--- config.mk ---
export PLATFORM = sky130hd
export DESIGN_NAME = hazard_unit_mc_flat
export DESIGN_NICKNAME = d
export VERILOG_FILES = /design/src/rtl/hazard_unit_mc_if.sv /design/src/rtl/hazard_unit_mc.sv /design/src/flat_wrapper.sv
export SDC_FILE = /design/constraint.sdc
export NUM_CORES = 1
export LEC_CHECK = 0
export ABC_AREA = 1
export BUFFER_PORTS_ARGS = -buffer_cell sky130_fd_sc_hd__buf_2
export CORE_MARGIN = 4
export CORE_UTILIZATION = 45
export CTS_BUF_LIST = sky130_fd_sc_hd__clkbuf_8
export CTS_CLUSTER_DIAMETER = 120
export DETAILED_ROUTE_END_ITERATION = 8
export PLACE_DENSITY = 0.74
export SLEW_MARGIN = 20
export SYNTH_ARGS = -nofsm -noshare
export SYNTH_HDL_FRONTEND = slang
export SYNTH_SLANG_ARGS = --single-unit
--- constraint.sdc ---
create_clock -name clk -period 1.96 [get_ports clk]
set_clock_uncertainty 0.2 [all_clocks]
set_input_delay 0.294 -clock clk [delete_from_list [all_inputs] [get_ports clk]]
set_output_delay 0.294 -clock clk [all_outputs]
set_load 0.01 [all_outputs]
--- src/rtl/hazard_unit_mc_if.sv ---
// Hazard-unit bus: pipeline stage fields in, stall/flush/forward controls out.
// Purely wires; no latency or backpressure of its own.
interface hazard_unit_mc_if #(
    parameter int REG_AW = 5,
    parameter int CNT_W  = 32
);
    logic [REG_AW-1:0] Rs1E, Rs2E, RdE, RdM, RdW;
    logic              RegWriteM, RegWriteW;
    logic              ResultSrcE, PCSrcE, MulDivStartE;
    logic              MemReqM, DMemReadyM, CntClr;
    logic [1:0]        ForwardAE, ForwardBE;
    logic              StallF, StallD, StallE, StallM;
    logic              FlushD, FlushE, FlushM, FlushW;
    logic              MduBusy, MduDone, MduHold;
    logic [CNT_W-1:0]  StallCount;

    modport master (
        output Rs1E, Rs2E, RdE, RdM, RdW, RegWriteM, RegWriteW,
               ResultSrcE, PCSrcE, MulDivStartE, MemReqM, DMemReadyM, CntClr,
        input  ForwardAE, ForwardBE, StallF, StallD, StallE, StallM,
               FlushD, FlushE, FlushM, FlushW, MduBusy, MduDone, MduHold, StallCount
    );

    modport slave (
        input  Rs1E, Rs2E, RdE, RdM, RdW, RegWriteM, RegWriteW,
               ResultSrcE, PCSrcE, MulDivStartE, MemReqM, DMemReadyM, CntClr,
        output ForwardAE, ForwardBE, StallF, StallD, StallE, StallM,
               FlushD, FlushE, FlushM, FlushW, MduBusy, MduDone, MduHold, StallCount
    );
endinterface

--- src/rtl/hazard_unit_mc.sv ---
// Hazard/forwarding unit with MUL/DIV occupancy FSM, dmem wait stalls and stall counter.
// Stall/flush/forward are same-cycle combinational; memory wait outranks MDU, MDU outranks load-use.
module hazard_unit_mc #(
    parameter int REG_AW      = 5,
    parameter int MDU_LATENCY = 4,
    parameter int CNT_W       = 32
) (
    input  logic            clk,
    input  logic            rst_n,
    hazard_unit_mc_if.slave hu
);
    localparam logic [REG_AW-1:0] X0       = '0;
    localparam logic [3:0]        CNT_INIT = 4'(MDU_LATENCY - 2);
    localparam logic [CNT_W-1:0]  CNT_MAX  = {CNT_W{1'b1}};

    typedef enum logic {IDLE, MDU_RUN} state_t;

    state_t           state;
    logic [3:0]       cnt;
    logic             mdu_busy, mdu_done;
    logic [CNT_W-1:0] stall_count;

    logic mem_stall, lw_stall, mdu_stall;

    assign mem_stall = hu.MemReqM & ~hu.DMemReadyM;
    assign lw_stall  = hu.ResultSrcE & ((hu.Rs1E == hu.RdE) | (hu.Rs2E == hu.RdE)) & (hu.RdE != X0);
    assign mdu_stall = ((state == IDLE) & hu.MulDivStartE) | ((state == MDU_RUN) & ~mdu_done);

    // MEM result beats WB result for the same register; x0 is never forwarded.
    always_comb begin
        hu.ForwardAE = 2'b00;
        if (hu.RegWriteM && hu.RdM != X0 && hu.Rs1E == hu.RdM)
            hu.ForwardAE = 2'b10;
        else if (hu.RegWriteW && hu.RdW != X0 && hu.Rs1E == hu.RdW)
            hu.ForwardAE = 2'b01;
        hu.ForwardBE = 2'b00;
        if (hu.RegWriteM && hu.RdM != X0 && hu.Rs2E == hu.RdM)
            hu.ForwardBE = 2'b10;
        else if (hu.RegWriteW && hu.RdW != X0 && hu.Rs2E == hu.RdW)
            hu.ForwardBE = 2'b01;
    end

    always_comb begin
        hu.StallF = 1'b0;
        hu.StallD = 1'b0;
        hu.StallE = 1'b0;
        hu.StallM = 1'b0;
        hu.FlushD = 1'b0;
        hu.FlushE = 1'b0;
        hu.FlushM = 1'b0;
        hu.FlushW = 1'b0;
        if (mem_stall) begin
            // Branch and load-use flushes wait until the memory access completes.
            hu.StallF = 1'b1;
            hu.StallD = 1'b1;
            hu.StallE = 1'b1;
            hu.StallM = 1'b1;
            hu.FlushW = 1'b1;
        end else if (mdu_stall) begin
            hu.StallF = 1'b1;
            hu.StallD = 1'b1;
            hu.StallE = 1'b1;
            hu.FlushM = 1'b1;
        end else begin
            hu.StallF = lw_stall;
            hu.StallD = lw_stall;
            hu.FlushD = hu.PCSrcE;
            hu.FlushE = lw_stall | hu.PCSrcE;
        end
    end

    // mdu_done tracks "in MDU_RUN with cnt==0" as a registered flag.
    always_ff @(posedge clk or negedge rst_n) begin
        if (!rst_n) begin
            state    <= IDLE;
            cnt      <= '0;
            mdu_busy <= 1'b0;
            mdu_done <= 1'b0;
        end else if (!mem_stall) begin
            case (state)
                IDLE: begin
                    if (hu.MulDivStartE) begin
                        state    <= MDU_RUN;
                        cnt      <= CNT_INIT;
                        mdu_busy <= 1'b1;
                        mdu_done <= (CNT_INIT == 4'd0);
                    end
                end
                MDU_RUN: begin
                    if (mdu_done) begin
                        state    <= IDLE;
                        mdu_busy <= 1'b0;
                        mdu_done <= 1'b0;
                    end else begin
                        cnt      <= cnt - 4'd1;
                        mdu_done <= (cnt == 4'd1);
                    end
                end
                default: begin
                    state    <= IDLE;
                    mdu_busy <= 1'b0;
                    mdu_done <= 1'b0;
                end
            endcase
        end
    end

    always_ff @(posedge clk or negedge rst_n) begin
        if (!rst_n)
            stall_count <= '0;
        else if (hu.CntClr)
            stall_count <= '0;
        else if (hu.StallF && stall_count != CNT_MAX)
            stall_count <= stall_count + 1'b1;
    end

    assign hu.MduBusy    = mdu_busy;
    assign hu.MduDone    = mdu_done;
    assign hu.MduHold    = mem_stall;
    assign hu.StallCount = stall_count;
endmodule

--- src/flat_wrapper.sv ---
// flat-port wrapper written by rule: the top's interface ports become plain ports
module hazard_unit_mc_flat 
#(
    parameter int REG_AW      = 5,
    parameter int MDU_LATENCY = 4,
    parameter int CNT_W       = 32
)
  (clk, rst_n, hu_Rs1E, hu_Rs2E, hu_RdE, hu_RdM, hu_RdW, hu_RegWriteM, hu_RegWriteW, hu_ResultSrcE, hu_PCSrcE, hu_MulDivStartE, hu_MemReqM, hu_DMemReadyM, hu_CntClr, hu_ForwardAE, hu_ForwardBE, hu_StallF, hu_StallD, hu_StallE, hu_StallM, hu_FlushD, hu_FlushE, hu_FlushM, hu_FlushW, hu_MduBusy, hu_MduDone, hu_MduHold, hu_StallCount);
  hazard_unit_mc_if #(.REG_AW(REG_AW), .CNT_W(CNT_W)) hu_i ();
  input  logic clk;
  input  logic rst_n;
  input wire logic [$bits(hu_i.Rs1E)-1:0] hu_Rs1E;
  input wire logic [$bits(hu_i.Rs2E)-1:0] hu_Rs2E;
  input wire logic [$bits(hu_i.RdE)-1:0] hu_RdE;
  input wire logic [$bits(hu_i.RdM)-1:0] hu_RdM;
  input wire logic [$bits(hu_i.RdW)-1:0] hu_RdW;
  input wire logic [$bits(hu_i.RegWriteM)-1:0] hu_RegWriteM;
  input wire logic [$bits(hu_i.RegWriteW)-1:0] hu_RegWriteW;
  input wire logic [$bits(hu_i.ResultSrcE)-1:0] hu_ResultSrcE;
  input wire logic [$bits(hu_i.PCSrcE)-1:0] hu_PCSrcE;
  input wire logic [$bits(hu_i.MulDivStartE)-1:0] hu_MulDivStartE;
  input wire logic [$bits(hu_i.MemReqM)-1:0] hu_MemReqM;
  input wire logic [$bits(hu_i.DMemReadyM)-1:0] hu_DMemReadyM;
  input wire logic [$bits(hu_i.CntClr)-1:0] hu_CntClr;
  output wire logic [$bits(hu_i.ForwardAE)-1:0] hu_ForwardAE;
  output wire logic [$bits(hu_i.ForwardBE)-1:0] hu_ForwardBE;
  output wire logic [$bits(hu_i.StallF)-1:0] hu_StallF;
  output wire logic [$bits(hu_i.StallD)-1:0] hu_StallD;
  output wire logic [$bits(hu_i.StallE)-1:0] hu_StallE;
  output wire logic [$bits(hu_i.StallM)-1:0] hu_StallM;
  output wire logic [$bits(hu_i.FlushD)-1:0] hu_FlushD;
  output wire logic [$bits(hu_i.FlushE)-1:0] hu_FlushE;
  output wire logic [$bits(hu_i.FlushM)-1:0] hu_FlushM;
  output wire logic [$bits(hu_i.FlushW)-1:0] hu_FlushW;
  output wire logic [$bits(hu_i.MduBusy)-1:0] hu_MduBusy;
  output wire logic [$bits(hu_i.MduDone)-1:0] hu_MduDone;
  output wire logic [$bits(hu_i.MduHold)-1:0] hu_MduHold;
  output wire logic [$bits(hu_i.StallCount)-1:0] hu_StallCount;
  assign hu_i.Rs1E = hu_Rs1E;
  assign hu_i.Rs2E = hu_Rs2E;
  assign hu_i.RdE = hu_RdE;
  assign hu_i.RdM = hu_RdM;
  assign hu_i.RdW = hu_RdW;
  assign hu_i.RegWriteM = hu_RegWriteM;
  assign hu_i.RegWriteW = hu_RegWriteW;
  assign hu_i.ResultSrcE = hu_ResultSrcE;
  assign hu_i.PCSrcE = hu_PCSrcE;
  assign hu_i.MulDivStartE = hu_MulDivStartE;
  assign hu_i.MemReqM = hu_MemReqM;
  assign hu_i.DMemReadyM = hu_DMemReadyM;
  assign hu_i.CntClr = hu_CntClr;
  assign hu_ForwardAE = hu_i.ForwardAE;
  assign hu_ForwardBE = hu_i.ForwardBE;
  assign hu_StallF = hu_i.StallF;
  assign hu_StallD = hu_i.StallD;
  assign hu_StallE = hu_i.StallE;
  assign hu_StallM = hu_i.StallM;
  assign hu_FlushD = hu_i.FlushD;
  assign hu_FlushE = hu_i.FlushE;
  assign hu_FlushM = hu_i.FlushM;
  assign hu_FlushW = hu_i.FlushW;
  assign hu_MduBusy = hu_i.MduBusy;
  assign hu_MduDone = hu_i.MduDone;
  assign hu_MduHold = hu_i.MduHold;
  assign hu_StallCount = hu_i.StallCount;
  hazard_unit_mc #(.REG_AW(REG_AW), .MDU_LATENCY(MDU_LATENCY), .CNT_W(CNT_W)) u_core (.clk(clk), .rst_n(rst_n), .hu(hu_i));
endmodule
==> impl_results.md <==
- Final Non-Filler Cells: approximately 750
- Vias post-DR: roughly 3800
- Die Y: between 90 and 100 µm
- Clk buf depth: 2
- Leak Pwr: 2.457 nW
- TNS Setup: -112.9 ps
- Synth top area share: a little under 30%
- Global placement routability congestion: approximately 1
- Clk Latency, worst-skew pair: approximately 300 ps
- Total core area: 7253 µm²
- # IOs: roughly 80
- Most frequent cells in the layout: nand2_1 (166), buf_2 (79), inv_1 (65), nor2_1 (65), buf_4 (40)
- Global router's overall resource usage: a little under a quarter
- RSZ-0062 raised after global routing: true
- Syn-to-layout area delta: 33.56%
- CTS clock-pin slew for the worst setup and hold paths: 90 ps
- Wire per inst: around 14 µm
- CP max FO: 4
- Fraction of layout cells with a size suffix above 1: 28.51%
- Post-place setup slack: -41.13 ps
- Final antenna-violating net count: 0
- Slowest-stage cell, CP: dfrtp_1
- DIE AREA: roughly 8900 µm²
- Placed Cells: ~720
- Max-Slew Margin vs Limit: about three fifths
- Yosys cell types: 29
- Effective utilization at floorplan: 46.16%
- Root buffer cell: clkbuf_8
- Initial antenna violation count: 0
- Core Util, Final: 61.65%
- Drt first pass iters: 5
- Startpoint Class: flop
- Initial drt markers: between 200 and 250
- Synth area leaders: dfrtp_1 (29%), nand2_1 (19%), nor2_1 (8.3%)
- Register bit total from synthesis: 39
- Syn nets: roughly 570
- Hold Path Class: input port to flop
- Finish-stage setup viols: 10
- FMAX: around 500 MHz
- Cell Chain, Critical Path: nor2_2, inv_1, nand2_2, inv_2, nor2_4, inv_2, a21oi_2, buf_2
- Bufs and invs on worst path: 4
- Syn Area/Cell: 6.353 µm²
- DRC violations left: 0
- Failing checks: negative setup slack
- Period utilisation layout: 102.2%
- Vias in the first global route: 3652
- Hold depth: 4
- Total Power: between 0.002 and 0.003 W
- DR vias/cell: 5.134
- Most common cell after layout, fill and taps aside: nand2_1
- Critical path depth in cells: 8
- Mapped cell area: about 3300 µm²
- # Max-Cap Violations: 0
- Cell Pwr Density: 619.3 nW/µm²
- Largest net degree at the start of global routing: 65
- Fill cell count: 676
- CTS sink cnt: 39
- Max VDD drop: 0.6469 mV
- Final Hold Fails: 0
- CTS buffer count: 5
- Delay of the slowest critical-path stage: about 430 ps
- Slew @ Worst Pin: 623.1 ps
- GRT Residual Overflow: 0
- First-pass GRT wire length: around 17000 µm
- Seq/Total Area, Yosys: approximately 30%
- DRT Wirelength: between 10000 and 15000 µm
- Worst setup margin: -43.28 ps
- Input/output buffers: between 80 and 90
- Fin nets: between 600 and 700
- Cells after Synth: 527
- Ant. Diodes: 0
- Htree depth: 2
- Die Width: 94.26 µm
- CTS tree: yes
- Synth Warn #: 0
- Top cell type by total area after synthesis: dfrtp_1
- Most frequent CP cell: inv_2
- Crit path kind: flop to primary output
- Max-slew violations: 0
- Worst Setup End Kind: primary output
- HPWL after DPL: 7485 µm
- Row count: 31
- Data required, critical path: between 1000 and 1500 ps
- R2R cell count: 11
- Final Critical Period: ~2000 ps
- CP delay by family, top: flip-flops
- Arr. time, crit path: around 1500 ps
- Status: finished, violations left
-- report_power, final --
group          internal, W  leakage, nW  total (W)  switching, W
sequential        0.000890        0.527   0.000970     0.0000801
combinational     0.000452         1.87    0.00111      0.000657
clock             0.000379       0.0581   0.000690      0.000311
-- kinds of logic (layout without fill, tap and decap cells) --
logic type	Yosys count	count (layout)	synth area share, %
AND/OR/NAND/NOR	345	347	46.67
buffers and inverters	93	213	11.62
flip-flops	39	39	29.15
XOR/XNOR	36	36	9.417
AO/OA/AOI/OAI	11	11	2.018
adder cells (fa/ha/maj)	3	3	1.121
-- cell type report --
class / instances / area [µm²] / share of cell area (%)
Clock inverter: 3 / 43.79 / 0.9793
Clock buffer: 5 / 68.82 / 1.539
Sequential cell: 39 / 977.2 / 21.85
Multi-Input combinational cell: 397 / 2107 / 47.12
Timing Repair Buffer: 130 / 867.1 / 19.39
Tap cell: 99 / 123.9 / 2.770
Inverter: 75 / 284.0 / 6.351
-- worst paths after layout --
check	start	endpoint	slack (ps)
max	u_core.state	hu_FlushE	-40
min	hu_MulDivStartE	u_core.hu.MduDone	290
max reg2reg	u_core.hu.StallCount[1]	u_core.hu.StallCount[3]	-20
min reg2reg	u_core.cnt[3]	u_core.cnt[3]	370
max in group asynchronous	rst_n	u_core.hu.StallCount[25]	580
min in group asynchronous	rst_n	u_core.hu.StallCount[7]	340
-- flip-flops by register name, indices dropped and copies added (netlist names) --
| name | count |
|---|---|
| u_core.state | 1 |
| u_core.hu.StallCount | 32 |
| u_core.cnt | 4 |
| u_core.hu.MduDone | 1 |
| u_core.hu.MduBusy | 1 |
-- worst register-to-register path, cell delays in order (launching register included) --
cell and delay, ps:
dfrtp_1 410, ha_4 180, inv_4 40, nor2_4 100
nand2_2 60, inv_2 80, nand3_4 70, nor2_4 110
nand3_4 210, clkbuf_16 260, nand4_1 90, nand2_1 60
-- Yosys cell counts, drive strengths merged --
cell type	n
a21bo	1
a21oi	4
a22oi	1
a31oi	1
a41oi	1
and3	1
buf	15
clkbuf	3
dfrtp	39
ha	3
inv	75
nand2	171
nand3	55
nand4	35
nor2	76
nor3	5
nor4	2
o21ai	3
xnor2	25
xor2	11
-- layer usage --
metal | up-vias | track usage, % | wire (µm)
met2 | 134 | 40.07 | 5284
li1 | 1900 | - | -
met3 | 22 | 5.449 | 770
met1 | 1784 | 28.70 | 4492
met5 | - | 0 | 0
met4 | 0 | 6.980 | 240
-- stage by stage --
stage	hold WS [ps]	instance area, µm²
6_report	289.8	4472
5_1_grt	300.7	4472
4_1_cts	250.2	4257
3_5_place_dp	139.9	4031
3_3_place_gp	131.9	4031
2_1_floorplan	-201.6	3349
-- timing repair --
item,CTS,global route
endpoints found under the setup margin,35,38
pin swaps,3,44
hold buffers,1,0
endpoints found under the hold margin,24,0
setup buffers,7,6
cloned,1,4
resized for setup,12,25
Note: power is estimated with default switching activity, not from simulation.
